File: config.mk
export PLATFORM = sky130hd
export DESIGN_NAME = kda_job_sched
export DESIGN_NICKNAME = d
export VERILOG_FILES = /design/src/rtl/kda_pkg.sv /design/src/rtl/kda_core_pick.sv /design/src/rtl/kda_job_sched.sv
export SDC_FILE = /design/constraint.sdc
export NUM_CORES = 1
export LEC_CHECK = 0
export ABC_AREA = 1
export CORE_MARGIN = 4
export CORE_UTILIZATION = 59
export CTS_BUF_LIST = sky130_fd_sc_hd__clkbuf_16
export DETAILED_ROUTE_END_ITERATION = 12
export MAX_ROUTING_LAYER = met4
export PLACE_DENSITY = 0.87
export SLEW_MARGIN = 40
export SYNTH_ARGS = -nofsm -noshare
export SYNTH_HDL_FRONTEND = slang
export SYNTH_SLANG_ARGS = --single-unit
File: constraint.sdc
create_clock -name clk_i -period 5.5 [get_ports clk_i]
set_input_delay 1.1 -clock clk_i [delete_from_list [all_inputs] [get_ports clk_i]]
set_output_delay 1.1 -clock clk_i [all_outputs]
set_load 0.02 [all_outputs]
File: src/rtl/kda_pkg.sv
// Shared types and defaults for the PBKDF2 job scheduler.
package kda_pkg;

  localparam int unsigned BlkWDefault     = 8;
  localparam int unsigned NumCoresDefault = 4;

  typedef enum logic {
    StIdle,
    StRun
  } state_e;

endpackage

File: src/rtl/kda_core_pick.sv
// Priority encoder: lowest set bit of mask as one-hot and binary index, plus any-set flag.
module kda_core_pick
  import kda_pkg::*;
#(
  parameter int unsigned NUM_CORES = NumCoresDefault,
  localparam int unsigned IdxW     = $clog2(NUM_CORES)
) (
  input  logic [NUM_CORES-1:0] mask,
  output logic [NUM_CORES-1:0] onehot,
  output logic [IdxW-1:0]      idx,
  output logic                 any
);

  always_comb begin
    onehot = '0;
    idx    = '0;
    any    = 1'b0;
    // Scan high to low so the lowest set bit is written last and wins.
    for (int i = NUM_CORES - 1; i >= 0; i--) begin
      if (mask[i]) begin
        onehot    = '0;
        onehot[i] = 1'b1;
        idx       = IdxW'(i);
        any       = 1'b1;
      end
    end
  end

endmodule

File: src/rtl/kda_job_sched.sv
// Dispatches N derived-key blocks across PBKDF2 cores and returns results in block order.
// Optional KDA_SCHED_PERF_EN adds a saturating busy_cycles_o counter of cycles spent in RUN.
module kda_job_sched
  import kda_pkg::*;
#(
  parameter int unsigned NUM_CORES = NumCoresDefault,
  parameter int unsigned BLK_W     = BlkWDefault,
  localparam int unsigned IdxW     = $clog2(NUM_CORES)
) (
  input  logic                       clk_i,
  input  logic                       reset_n_i,
  input  logic                       job_v_i,
  input  logic [BLK_W-1:0]           job_blocks_i,
  output logic                       job_ready_o,
  output logic [NUM_CORES-1:0]       core_v_o,
  output logic [NUM_CORES*BLK_W-1:0] core_blk_o,
  input  logic [NUM_CORES-1:0]       core_ready_i,
  input  logic [NUM_CORES-1:0]       core_done_i,
  output logic [NUM_CORES-1:0]       core_ack_o,
  output logic                       res_v_o,
  output logic [IdxW-1:0]            res_core_o,
  output logic [BLK_W-1:0]           res_blk_o,
  output logic                       res_last_o,
  input  logic                       res_yumi_i
`ifdef KDA_SCHED_PERF_EN
  ,
  output logic [31:0]                busy_cycles_o
`endif
);

  // One extra bit so next_disp can step past a full-range N.
  localparam int unsigned CntW = BLK_W + 1;

  state_e                         state_q, state_d;
  logic [CntW-1:0]                n_q, n_d;
  logic [CntW-1:0]                disp_q, disp_d;
  logic [CntW-1:0]                res_q, res_d;
  logic [NUM_CORES-1:0]           busy_q, busy_d;
  logic [NUM_CORES-1:0][BLK_W-1:0] blk_q, blk_d;
  logic                           lock_q, lock_d;
  logic [IdxW-1:0]                lock_idx_q, lock_idx_d;

  logic [NUM_CORES-1:0] free_mask;
  logic [NUM_CORES-1:0] pick_onehot;
  logic [IdxW-1:0]      pick_idx;
  logic                 pick_any;

  logic                 disp_v;
  logic [IdxW-1:0]      disp_idx;
  logic                 disp_fire;
  logic                 res_hit;
  logic [IdxW-1:0]      hit_idx;
  logic                 consume;

  assign free_mask = ~busy_q;

  kda_core_pick #(
    .NUM_CORES(NUM_CORES)
  ) u_core_pick (
    .mask  (free_mask),
    .onehot(pick_onehot),
    .idx   (pick_idx),
    .any   (pick_any)
  );

  always_comb begin
    // An offer that has not yet been accepted stays pinned to its core.
    disp_v    = (state_q == StRun) && (disp_q <= n_q) && (lock_q || pick_any);
    disp_idx  = lock_q ? lock_idx_q : pick_idx;
    disp_fire = disp_v && core_ready_i[disp_idx];

    core_v_o   = '0;
    core_blk_o = '0;
    if (disp_v) begin
      core_v_o = lock_q ? (NUM_CORES'(1) << lock_idx_q) : pick_onehot;
      core_blk_o[disp_idx*BLK_W +: BLK_W] = disp_q[BLK_W-1:0];
    end

    res_hit = 1'b0;
    hit_idx = '0;
    for (int c = 0; c < NUM_CORES; c++) begin
      if (busy_q[c] && (blk_q[c] == res_q[BLK_W-1:0])) begin
        res_hit = 1'b1;
        hit_idx = IdxW'(c);
      end
    end

    res_v_o     = (state_q == StRun) && res_hit && core_done_i[hit_idx];
    res_core_o  = res_v_o ? hit_idx : '0;
    res_blk_o   = res_v_o ? res_q[BLK_W-1:0] : '0;
    res_last_o  = res_v_o && (res_q == n_q);
    consume     = res_v_o && res_yumi_i;
    core_ack_o  = consume ? (NUM_CORES'(1) << hit_idx) : '0;
    job_ready_o = (state_q == StIdle);
  end

  always_comb begin
    state_d    = state_q;
    n_d        = n_q;
    disp_d     = disp_q;
    res_d      = res_q;
    busy_d     = busy_q;
    blk_d      = blk_q;
    lock_d     = lock_q;
    lock_idx_d = lock_idx_q;

    unique case (state_q)
      StIdle: begin
        if (job_v_i) begin
          n_d     = (job_blocks_i == '0) ? CntW'(1) : {1'b0, job_blocks_i};
          disp_d  = CntW'(1);
          res_d   = CntW'(1);
          lock_d  = 1'b0;
          state_d = StRun;
        end
      end
      StRun: begin
        if (disp_fire) begin
          busy_d[disp_idx] = 1'b1;
          blk_d[disp_idx]  = disp_q[BLK_W-1:0];
          disp_d           = disp_q + CntW'(1);
          lock_d           = 1'b0;
        end else if (disp_v) begin
          lock_d     = 1'b1;
          lock_idx_d = disp_idx;
        end
        // The dispatched core is free and the consumed one busy, so they never collide.
        if (consume) begin
          busy_d[hit_idx] = 1'b0;
          res_d           = res_q + CntW'(1);
          if (res_q == n_q) begin
            state_d = StIdle;
          end
        end
      end
      default: state_d = StIdle;
    endcase
  end

  always_ff @(posedge clk_i or negedge reset_n_i) begin
    if (!reset_n_i) begin
      state_q    <= StIdle;
      n_q        <= '0;
      disp_q     <= '0;
      res_q      <= '0;
      busy_q     <= '0;
      blk_q      <= '0;
      lock_q     <= 1'b0;
      lock_idx_q <= '0;
    end else begin
      state_q    <= state_d;
      n_q        <= n_d;
      disp_q     <= disp_d;
      res_q      <= res_d;
      busy_q     <= busy_d;
      blk_q      <= blk_d;
      lock_q     <= lock_d;
      lock_idx_q <= lock_idx_d;
    end
  end

`ifdef KDA_SCHED_PERF_EN
  logic [31:0] busy_cyc_q;

  always_ff @(posedge clk_i or negedge reset_n_i) begin
    if (!reset_n_i) begin
      busy_cyc_q <= '0;
    end else if ((state_q == StIdle) && job_v_i) begin
      busy_cyc_q <= '0;
    end else if ((state_q == StRun) && (busy_cyc_q != '1)) begin
      busy_cyc_q <= busy_cyc_q + 32'd1;
    end
  end

  assign busy_cycles_o = busy_cyc_q;
`endif

endmodule

==> metrics.cfg, run 1 <==
[critical_path]
crit_chain = nand2_2, nor2_1, a21oi_1, inv_1, ha_1, nor2_1, nand2_1, nor3_1, clkdlybuf4s50_1
crit_path_start_kind = flip-flop
r2r_setup_slack_ps = 2910
reg2reg_from = disp_q[4]$_DFFE_PN0P_
crit_end = core_blk_o[14]
critical-path-max-stage-delay_ps = 650
crit_top_cell = nor2_1
worstSetupPathType = flip-flop to output pin
slowest_stage = clkdlybuf4s50_1
rr_worst_depth = 14
crit_arrival_ps = 3540
worst_ep_required_time_ps = 4400
worst-path-max-fanout = 9
end_kind = output pin
cp-startpoint = busy_q[0]$_DFFE_PN0P_
rr_endpoint = disp_q[6]$_DFFE_PN0P_

[grt]
grt_usage_pct = 30.5
grt_pass1_vias = 4447
grt_pass1_wl_um = 20900
grt_max_degree = 67
antenna_found_initial = 0
grt.overflow.total = 0

[pwr]
worst_ir_drop_vdd_mv = 0.415
powerDensity_nw_per_um2 = 569
p_leak_nw = 2.73
power_w = 0.00316

[clocking]
cts_inserted_buffers = 9
clk_latency_ps = 320
holdBufCountCts = 0
cts_tree = built
cts_sinks = 66
h-tree-depth = 3
cts.repair.resized = 0
clk_pin_slew_ps = 60
post_cts_buffers = 0
cts_max_path_buffers = 2
cts_root_buffer = clkbuf_16

[timing]
finalClockSkew_ps = 4.66
post-route-min-period_ps = 4640
fin_tns_setup_ps = 0
max_clock_freq_mhz = 216
min_period_over_period_pct = 84.3
worst_pin_slew_ps = 598
rsz0062_at_grt = false
slew_headroom_pct = 60.2
setup_violations = 0
finalMaxSlewViolations = 0
hold_violations = 0

[detailed_routing]
wire_per_inst_um = 15.4
totalWireLength_um = 12700
vias = 4546
ant_nets = 0
first_pass_iters = 6
viasPerCell = 5.52
drtIter0Drc = 319
drc = 0

[logic_synthesis]
synth_top_area_cell = dfrtp_1
synth-seq-cells = 66
synth_edf_count = 0
ys_async_sr_fraction_pct = 100
syn_avg_cell_area_um2 = 6.92
yosysWarnings = 0
synthCells = 651
ys_top_cells_by_count = nand2_1 (203), nor2_1 (88), inv_1 (76)
yosys-top-cells-area = dfrtp_1 (37%), nand2_1 (17%), nor2_1 (7.3%)
netlist_area_um2 = 4500
synth_nets = 689
synth_top_area_share_pct = 36.7
synth-main-ff-cell = dfrtp_1
ys_seq_area_share_pct = 36.7
yosysMostFrequentCell = nand2_1
post_synth_num_cell_types = 34

[flow_run]
max_cap_violations = 0

[floorplan]
die_area_um2 = 9090
start_util_pct = 61.4
core_um2 = 7330
io_pins = 73
die_x_um = 95.4
placementRows = 31
die_y_um = 95.4

[place]
place_inst = 807
globalplace.congestion = 0.985
dp_hpwl_um = 9140
port_buffers = 72

[finish]
area_growth_pct = 23.1
n_antenna_cell = 0
drive_above_1_share_pct = 7.60
instances_no_fill = 823
nNetsFinal = 757

[worst_hold_path]
hold_path.class = flip-flop to flip-flop

[run_status]
outcome = complete, no violations

## final cells by class
type,count,area (µm²)
multi-input cells,480,2410
fillers,526,1790
flip-flops and latches,66,1650
repair buffers,74,734
inverters,88,330
clock buffers,9,225
well taps,99,124
clock inverters,7,71.3
## cell families (layout without fill, tap and decap cells)
| family | Yosys count | count (layout) | share of synthesized area [%] |
|---|---|---|---|
| AO/OA/AOI/OAI | 67 | 67 | 8.39 |
| XOR/XNOR | 15 | 15 | 2.92 |
| adder cells (fa/ha/maj) | 18 | 18 | 5.00 |
| buffers and inverters | 105 | 178 | 9.86 |
| flip-flops | 66 | 66 | 36.7 |
| AND/OR/NAND/NOR | 380 | 380 | 37.1 |
## per-layer routing
| layer | track usage [%] | part of all wire, % | up-vias |
|---|---|---|---|
| li1 | - | - | 2209 |
| met1 | 38.1 | 42 | 2088 |
| met2 | 49.6 | 48 | 216 |
| met3 | 5.37 | 7.6 | 33 |
| met4 | 11.2 | 2.4 | 0 |
| met5 | - | 0 | - |
## power breakdown
group / leakage [nW] / switching (W) / internal [W]
clock network: 0.143 / 0.000214 / 0.000350
registers: 0.856 / 0.000163 / 0.000624
logic: 1.73 / 0.00122 / 0.000583
total: 2.73 / 0.00160 / 0.00156
## registers in the layout, indices dropped and copies added (netlist names)
signal and cells:
blk_q 32, n_q 8, disp_q 9, lock_idx_q 2, res_q 9, lock_q 1, busy_q 4, state_q 1
## critical path: cells and delay by family (launching register included)
kind,cells,cell delay [ps]
AOI/OAI and AO/OA,1,450
adders and majority gates,1,450
buffers and inverters,2,880
DFF,1,430
and+or+nand+nor,5,1000
## through the flow
| step | utilization (%) | cell area [µm²] | hold slack, ps | setup slack (ps) |
|---|---|---|---|---|
| floorplan | - | 4500 | 455 | 1900 |
| detailed placement | 71.5 | 5240 | 483 | 1090 |
| global route | 75.6 | 5540 | 519 | 530 |
| CTS | 75.6 | 5540 | 495 | 849 |
| global placement | 71.5 | 5240 | 467 | 1120 |
| finish | 75.6 | 5540 | 501 | 864 |
## how the worst min path moves through the flow
| stage | endpoint | start | depth (start not counted) | slack (ps) |
|---|---|---|---|---|
| 6_report | blk_q[17]$_DFFE_PN0P_ | blk_q[17]$_DFFE_PN0P_ | 2 | 500 |
| 5_1_grt | blk_q[26]$_DFFE_PN0P_ | blk_q[26]$_DFFE_PN0P_ | 2 | 520 |
| 4_1_cts | blk_q[17]$_DFFE_PN0P_ | blk_q[17]$_DFFE_PN0P_ | 2 | 500 |
| 3_5_place_dp | blk_q[17]$_DFFE_PN0P_ | blk_q[17]$_DFFE_PN0P_ | 2 | 480 |
| 3_3_place_gp | blk_q[17]$_DFFE_PN0P_ | blk_q[17]$_DFFE_PN0P_ | 2 | 470 |
| 2_1_floorplan | blk_q[17]$_DFFE_PN0P_ | blk_q[17]$_DFFE_PN0P_ | 2 | 450 |
## cells in the final DEF (no fill, tap or decap)
| master | Yosys | layout |
|---|---|---|
| a21oi_1 | 14 | 14 |
| a22oi_1 | 1 | 1 |
| a311oi_1 | 1 | 1 |
| buf_2 | 4 | 1 |
| buf_4 | 2 | 1 |
| buf_6 | 5 | 1 |
| bufinv_16 | 0 | 1 |
| clkbuf_16 | 0 | 9 |
| clkdlybuf4s50_1 | 0 | 71 |
| clkinv_2 | 0 | 1 |
| clkinv_4 | 0 | 2 |
| clkinvlp_4 | 0 | 2 |
| dfrtp_1 | 66 | 66 |
| ha_1 | 18 | 18 |
| inv_1 | 76 | 77 |
| inv_2 | 12 | 12 |
| nand2_1 | 203 | 203 |
| nand2_2 | 4 | 4 |
| nand2_4 | 1 | 1 |
| nand3_1 | 33 | 33 |
| nand3_2 | 4 | 4 |
| nand3_4 | 4 | 4 |
| nand3b_1 | 1 | 1 |
| nand4_1 | 14 | 14 |
| nor2_1 | 88 | 88 |
| nor2_2 | 3 | 3 |
| nor2_4 | 1 | 1 |
| nor3_1 | 17 | 17 |
| nor3_4 | 1 | 1 |
| nor3b_1 | 4 | 4 |
| nor4_1 | 2 | 2 |
| o211ai_1 | 2 | 2 |
| o21ai_0 | 12 | 12 |
| o21ai_1 | 26 | 26 |
| o21ai_2 | 7 | 7 |
| o22ai_1 | 4 | 4 |
| xnor2_1 | 3 | 3 |
| xor2_1 | 12 | 12 |
(Power assumes the default switching activity.)
==> inputs of run 2 (changes only) <==
--- a/config.mk
+++ b/config.mk
@@ -7,11 +7,11 @@
 export LEC_CHECK = 0
 export ABC_AREA = 1
 export CORE_MARGIN = 4
-export CORE_UTILIZATION = 59
+export CORE_UTILIZATION = 49
 export CTS_BUF_LIST = sky130_fd_sc_hd__clkbuf_16
 export DETAILED_ROUTE_END_ITERATION = 12
 export MAX_ROUTING_LAYER = met4
-export PLACE_DENSITY = 0.87
+export PLACE_DENSITY = 0.77
 export SLEW_MARGIN = 40
 export SYNTH_ARGS = -nofsm -noshare
 export SYNTH_HDL_FRONTEND = slang
==> constraint.sdc (replaced) <==
create_clock -name clk_i -period 4.18 [get_ports clk_i]
set_input_delay 0.836 -clock clk_i [delete_from_list [all_inputs] [get_ports clk_i]]
set_output_delay 0.836 -clock clk_i [all_outputs]
set_load 0.02 [all_outputs]
==> metrics.cfg, run 2 (same netlist as run 1, synthesis figures left out) <==
[critical_path]
reg2reg_from = res_q[6]$_DFFE_PN0P_
worst-path-max-fanout = 10
rr_endpoint = res_q[2]$_DFFE_PN0P_
crit_arrival_ps = 3180
worstSetupPathType = flip-flop to output pin
r2r_setup_slack_ps = 1760
rr_worst_depth = 13
end_kind = output pin
worst_ep_required_time_ps = 3340
crit_path_start_kind = flip-flop
cp-startpoint = busy_q[3]$_DFFE_PN0P_

[finish]
top_regs = blk_q: 32 flops, disp_q: 9 flops, res_q: 9 flops
drive_above_1_share_pct = 9.00
area_growth_pct = 26.5
n_antenna_cell = 0
final_core_util_pct = 64.4
final_common_cell = nand2_1
final_cell_mix = nand2_1 (203), nor2_1 (87), inv_1 (76), clkdlybuf4s50_1 (71), dfrtp_1 (66)
largest_reg_flops = 32
largest-register = blk_q
nNetsFinal = 766

[floorplan]
placementRows = 34
io_pins = 73
die_area_um2 = 10800
die_y_um = 104
die_x_um = 104
core_um2 = 8850
start_util_pct = 50.9

[detailed_routing]
vias = 4509
first_pass_iters = 6
wire_per_inst_um = 15.7
ant_nets = 0
drtIter0Drc = 239
totalWireLength_um = 13200
viasPerCell = 5.36
drc = 0

[timing]
holdWs_ps = 485
setup_violations = 0
max_clock_freq_mhz = 249
finalMaxSlewViolations = 0
min_period_over_period_pct = 96.1
post-route-min-period_ps = 4020
slew_headroom_pct = 55.4
worst_pin_slew_ps = 667
rsz0062_at_grt = false
fin_tns_setup_ps = 0
finalClockSkew_ps = 7.72
hold_violations = 0

[worst_hold_path]
min_path_cells = 2
hold_path.class = flip-flop to flip-flop
whs_endpoint = blk_q[17]$_DFFE_PN0P_
min_from = blk_q[17]$_DFFE_PN0P_

[clocking]
clk_latency_ps = 330
cts_root_buffer = clkbuf_16
cts_max_path_buffers = 2
cts_sinks = 66
cts_tree = built
clk_pin_slew_ps = 60
cts_inserted_buffers = 9
h-tree-depth = 3

[place]
port_buffers = 72
dp_hpwl_um = 9640
globalplace.congestion = 0.974

[pwr]
clockPowerShare_pct = 21.2
swShare_pct = 48.4
powerDensity_nw_per_um2 = 775
p_leak_nw = 2.81
p_seq_share_pct = 23.2
worst_ir_drop_vdd_mv = 0.392
p_int_w = 0.00228
power_frac_comb_pct = 55.6
switchingPower_w = 0.00213

[grt]
grt_usage_pct = 25.8
grt.overflow.total = 0
grt_max_degree = 51
antenna_found_initial = 0
grt_pass1_vias = 4607
grt_pass1_wl_um = 22100

[flow_run]
max_cap_violations = 0

[run_status]
outcome = complete, no violations

==> run 2: per-layer routing <==
layer	vias to the layer above	GRT usage, %	routed length, µm
met4	0	9.78	314
met5	-	-	0
met3	29	4.03	972
li1	2212	-	-
met2	195	41.1	6220
met1	2073	33.4	5730
==> run 2: power groups by stage <==
stage / Sequential (W) / Combinational, W / Clock (W)
final: 0.00103 / 0.00245 / 0.000934
after global routing: 0.00104 / 0.00274 / 0.000968
after CTS: 0.00102 / 0.00243 / 0.000938
after detailed placement: 0.00103 / 0.00240 / 0
after global placement: 0.00102 / 0.00235 / 0
after floorplan: 0.000954 / 0.00180 / 0
==> run 2: layout make-up <==
type / count / area (µm²)
clock buffer: 9 / 225
timing repair buffer: 83 / 801
fill: 759 / 3150
inverter: 88 / 333
tap: 108 / 135
clock inverter: 7 / 141
sequential: 66 / 1650
multi-input combinational: 480 / 2410
==> run 2: worst max-delay path: stages (launching register included) <==
cell             delay, ps
dfrtp_1                460
inv_1                  140
nand2_1                 80
nor2_1                  80
nor3_4                 350
ha_1                   400
nor2_2                 290
nand2_1                110
nor3_1                 260
clkdlybuf4s50_1        660
==> run 2: stage by stage <==
| stage | cell area [µm²] | power (W) | setup WS [ps] | cells |
|---|---|---|---|---|
| after CTS | 5680 | 0.00438 | 29.4 | 839 |
| final | 5700 | 0.00441 | 162 | 841 |
| after floorplan | 4500 | 0.00275 | 841 | 651 |
| after global routing | 5700 | 0.00475 | 17.5 | 841 |
| after global placement | 5310 | 0.00337 | 437 | 823 |
| after detailed placement | 5310 | 0.00342 | 391 | 823 |
==> run 2: worst max path at each step <==
stage                      to  cells after the start
6_report       core_blk_o[17]                      9
5_1_grt        core_blk_o[17]                      9
4_1_cts         core_blk_o[1]                     12
3_5_place_dp    core_blk_o[1]                     12
3_3_place_gp    core_blk_o[8]                      9
2_1_floorplan  core_blk_o[10]                     10
==> run 2: timing repair <==
action,4_1_cts,5_1_grt
hold buffers,0,0
gates resized for setup,0,3
endpoints found under the setup margin,0,30
buffers inserted,0,2
==> inputs of run 3 (changes only) <==
--- a/config.mk
+++ b/config.mk
@@ -5,13 +5,12 @@
 export SDC_FILE = /design/constraint.sdc
 export NUM_CORES = 1
 export LEC_CHECK = 0
-export ABC_AREA = 1
 export CORE_MARGIN = 4
-export CORE_UTILIZATION = 49
+export CORE_UTILIZATION = 58
 export CTS_BUF_LIST = sky130_fd_sc_hd__clkbuf_16
 export DETAILED_ROUTE_END_ITERATION = 12
 export MAX_ROUTING_LAYER = met4
-export PLACE_DENSITY = 0.77
+export PLACE_DENSITY = 0.86
 export SLEW_MARGIN = 40
 export SYNTH_ARGS = -nofsm -noshare
 export SYNTH_HDL_FRONTEND = slang
==> constraint.sdc (replaced) <==
create_clock -name clk_i -period 4.8 [get_ports clk_i]
set_input_delay 0.96 -clock clk_i [delete_from_list [all_inputs] [get_ports clk_i]]
set_output_delay 0.96 -clock clk_i [all_outputs]
set_load 0.02 [all_outputs]
==> metrics.cfg, run 3 <==
[run_status]
outcome = complete, no violations

[detailed_routing]
wire_per_inst_um = 19.7
ant_nets = 0
drc = 0
drtIter0Drc = 242
vias = 3673
viasPerCell = 6.03
totalWireLength_um = 12000
first_pass_iters = 4

[floorplan]
io_pins = 73
die_x_um = 93.7
core_um2 = 6980
start_util_pct = 61.0
die_y_um = 93.7
placementRows = 30
die_area_um2 = 8780

[logic_synthesis]
synth_top_area_share_pct = 38.8
syn_avg_cell_area_um2 = 9.70
synth-seq-cells = 66
yosysWarnings = 0
yosys-top-cells-area = dfrtp_1 (39%), mux2_2 (8.7%), ha_1 (5.3%)
post_synth_num_cell_types = 53
ys_async_sr_fraction_pct = 100
netlist_area_um2 = 4260
synthCells = 439
ys_seq_area_share_pct = 38.8
yosysMostFrequentCell = dfrtp_1
synth-main-ff-cell = dfrtp_1
synth_edf_count = 0
synth_nets = 477
synth_top_area_cell = dfrtp_1
ys_top_cells_by_count = dfrtp_1 (66), mux2_2 (33), nand2_1 (29)

[clocking]
cts_tree = built
cts_inserted_buffers = 9
cts_max_path_buffers = 2
holdBufCountCts = 0
h-tree-depth = 3
cts_sinks = 66
clk_latency_ps = 330
cts_root_buffer = clkbuf_16
clk_pin_slew_ps = 50

[timing]
setup_violations = 0
rsz0062_at_grt = false
worst_pin_slew_ps = 711
post-route-min-period_ps = 4550
finalMaxSlewViolations = 0
finalClockSkew_ps = 6.12
timing.final.ws_setup_ps = 252
hold_violations = 0
max_clock_freq_mhz = 220
fin_tns_setup_ps = 0
min_period_over_period_pct = 94.7
slew_headroom_pct = 52.3

[critical_path]
crit_end = core_blk_o[24]
worstSetupPathType = flip-flop to output pin
r2r_setup_slack_ps = 2040
end_kind = output pin
worst_ep_required_time_ps = 3840
rr_worst_depth = 8
rr_endpoint = lock_idx_q[0]$_DFFE_PN0P_
reg2reg_from = disp_q[3]$_DFFE_PN0P_
worst-path-max-fanout = 12
crit_arrival_ps = 3590
crit_path_start_kind = flip-flop
cp-startpoint = disp_q[3]$_DFFE_PN0P_

[finish]
largest_reg_flops = 32
area_growth_pct = 25.9
n_antenna_cell = 0
drive_above_1_share_pct = 15.4
final_common_cell = clkdlybuf4s50_1
final_cell_mix = clkdlybuf4s50_1 (71), dfrtp_1 (65), mux2_2 (33), nand2_1 (29)
nFillCells = 461
largest-register = blk_q
top_regs = blk_q: 32 flops, disp_q: 9 flops, res_q: 9 flops
final_core_util_pct = 76.8
nNetsFinal = 546

[pwr]
worst_ir_drop_vdd_mv = 0.394
powerDensity_nw_per_um2 = 669
p_leak_nw = 2.47
power_w = 0.00359

[flow_run]
max_cap_violations = 0

[place]
dp_hpwl_um = 8150
globalplace.congestion = 0.858
port_buffers = 72
post-place-ws_ps = 379

[worst_hold_path]
hold_path.class = flip-flop to flip-flop
min_path_cells = 1

[grt]
grt_max_degree = 67
grt_use_met1_pct = 35.7
grt.overflow.total = 0
grt_usage_pct = 29.1
grt_pass1_wl_um = 19200
top_usage_layer = met2
use_met3_pct = 5.53
grt_pass1_vias = 3881
antenna_found_initial = 0
met2_usage_pct = 46.8

run 3: report_power, final:
| part | internal [W] | leakage, nW | switching [W] |
|---|---|---|---|
| sequential | 0.000727 | 0.847 | 0.000215 |
| combinational | 0.000834 | 1.49 | 0.00118 |
| clock | 0.000395 | 0.138 | 0.000235 |
run 3: critical path, stage by stage, from the launching register on:
cell             delay (ps)
dfrtp_1                 600
ha_1                    340
a21o_1                  170
a211oi_1                230
o31a_1                  250
o21ai_1                 280
nor4_1                  560
and2_1                  210
clkdlybuf4s50_1         610
run 3: repair_timing:
| item | 4_1_cts | 5_1_grt |
|---|---|---|
| resized for setup | 0 | 4 |
| endpoints found under the setup margin | 0 | 8 |
| setup buffers | 0 | 0 |
run 3: through the flow:
stage	area, µm²	cells	hold WS (ps)
5_1_grt	5360	609	537
3_5_place_dp	5050	592	516
6_report	5360	609	529
3_3_place_gp	5050	592	507
2_1_floorplan	4260	439	487
4_1_cts	5340	608	527
run 3: cells by family after synthesis:
kind of cell / share of synthesized area (%)
and+or+nand+nor: 20.6
AOI/OAI and AO/OA: 11.4
DFF: 38.8
buffers and inverters: 5.02
muxes: 10.7
xor gates and xnor gates: 8.22
adders and majority gates: 5.29
run 3: worst min path at each step:
stage / slack [ps] / startpoint / end
3_5_place_dp: 520 / blk_q[0]$_DFFE_PN0P_ / blk_q[0]$_DFFE_PN0P_
4_1_cts: 530 / blk_q[0]$_DFFE_PN0P_ / blk_q[0]$_DFFE_PN0P_
6_report: 530 / blk_q[0]$_DFFE_PN0P_ / blk_q[0]$_DFFE_PN0P_
2_1_floorplan: 490 / res_q[8]$_DFFE_PN0P_ / res_q[8]$_DFFE_PN0P_
3_3_place_gp: 510 / res_q[8]$_DFFE_PN0P_ / res_q[8]$_DFFE_PN0P_
5_1_grt: 540 / blk_q[18]$_DFFE_PN0P_ / blk_q[18]$_DFFE_PN0P_
run 3: area by class of cell:
cell class              instances  area [µm²]  area share, %
repair buffers                 84         807           15.0
clock buffers                   9         225           4.20
multi-input cells             323        2410           44.9
flip-flops and latches         66        1650           30.8
inverters                      24        90.1           1.68
clock inverters                 7        61.3           1.14
well taps                      96         120           2.24
run 3: per-layer routing:
metal,part of all wire (%),vias up
li1,-,1702
met1,41,1770
met2,49,165
met3,7.1,36
met4,2.9,0
met5,0,-
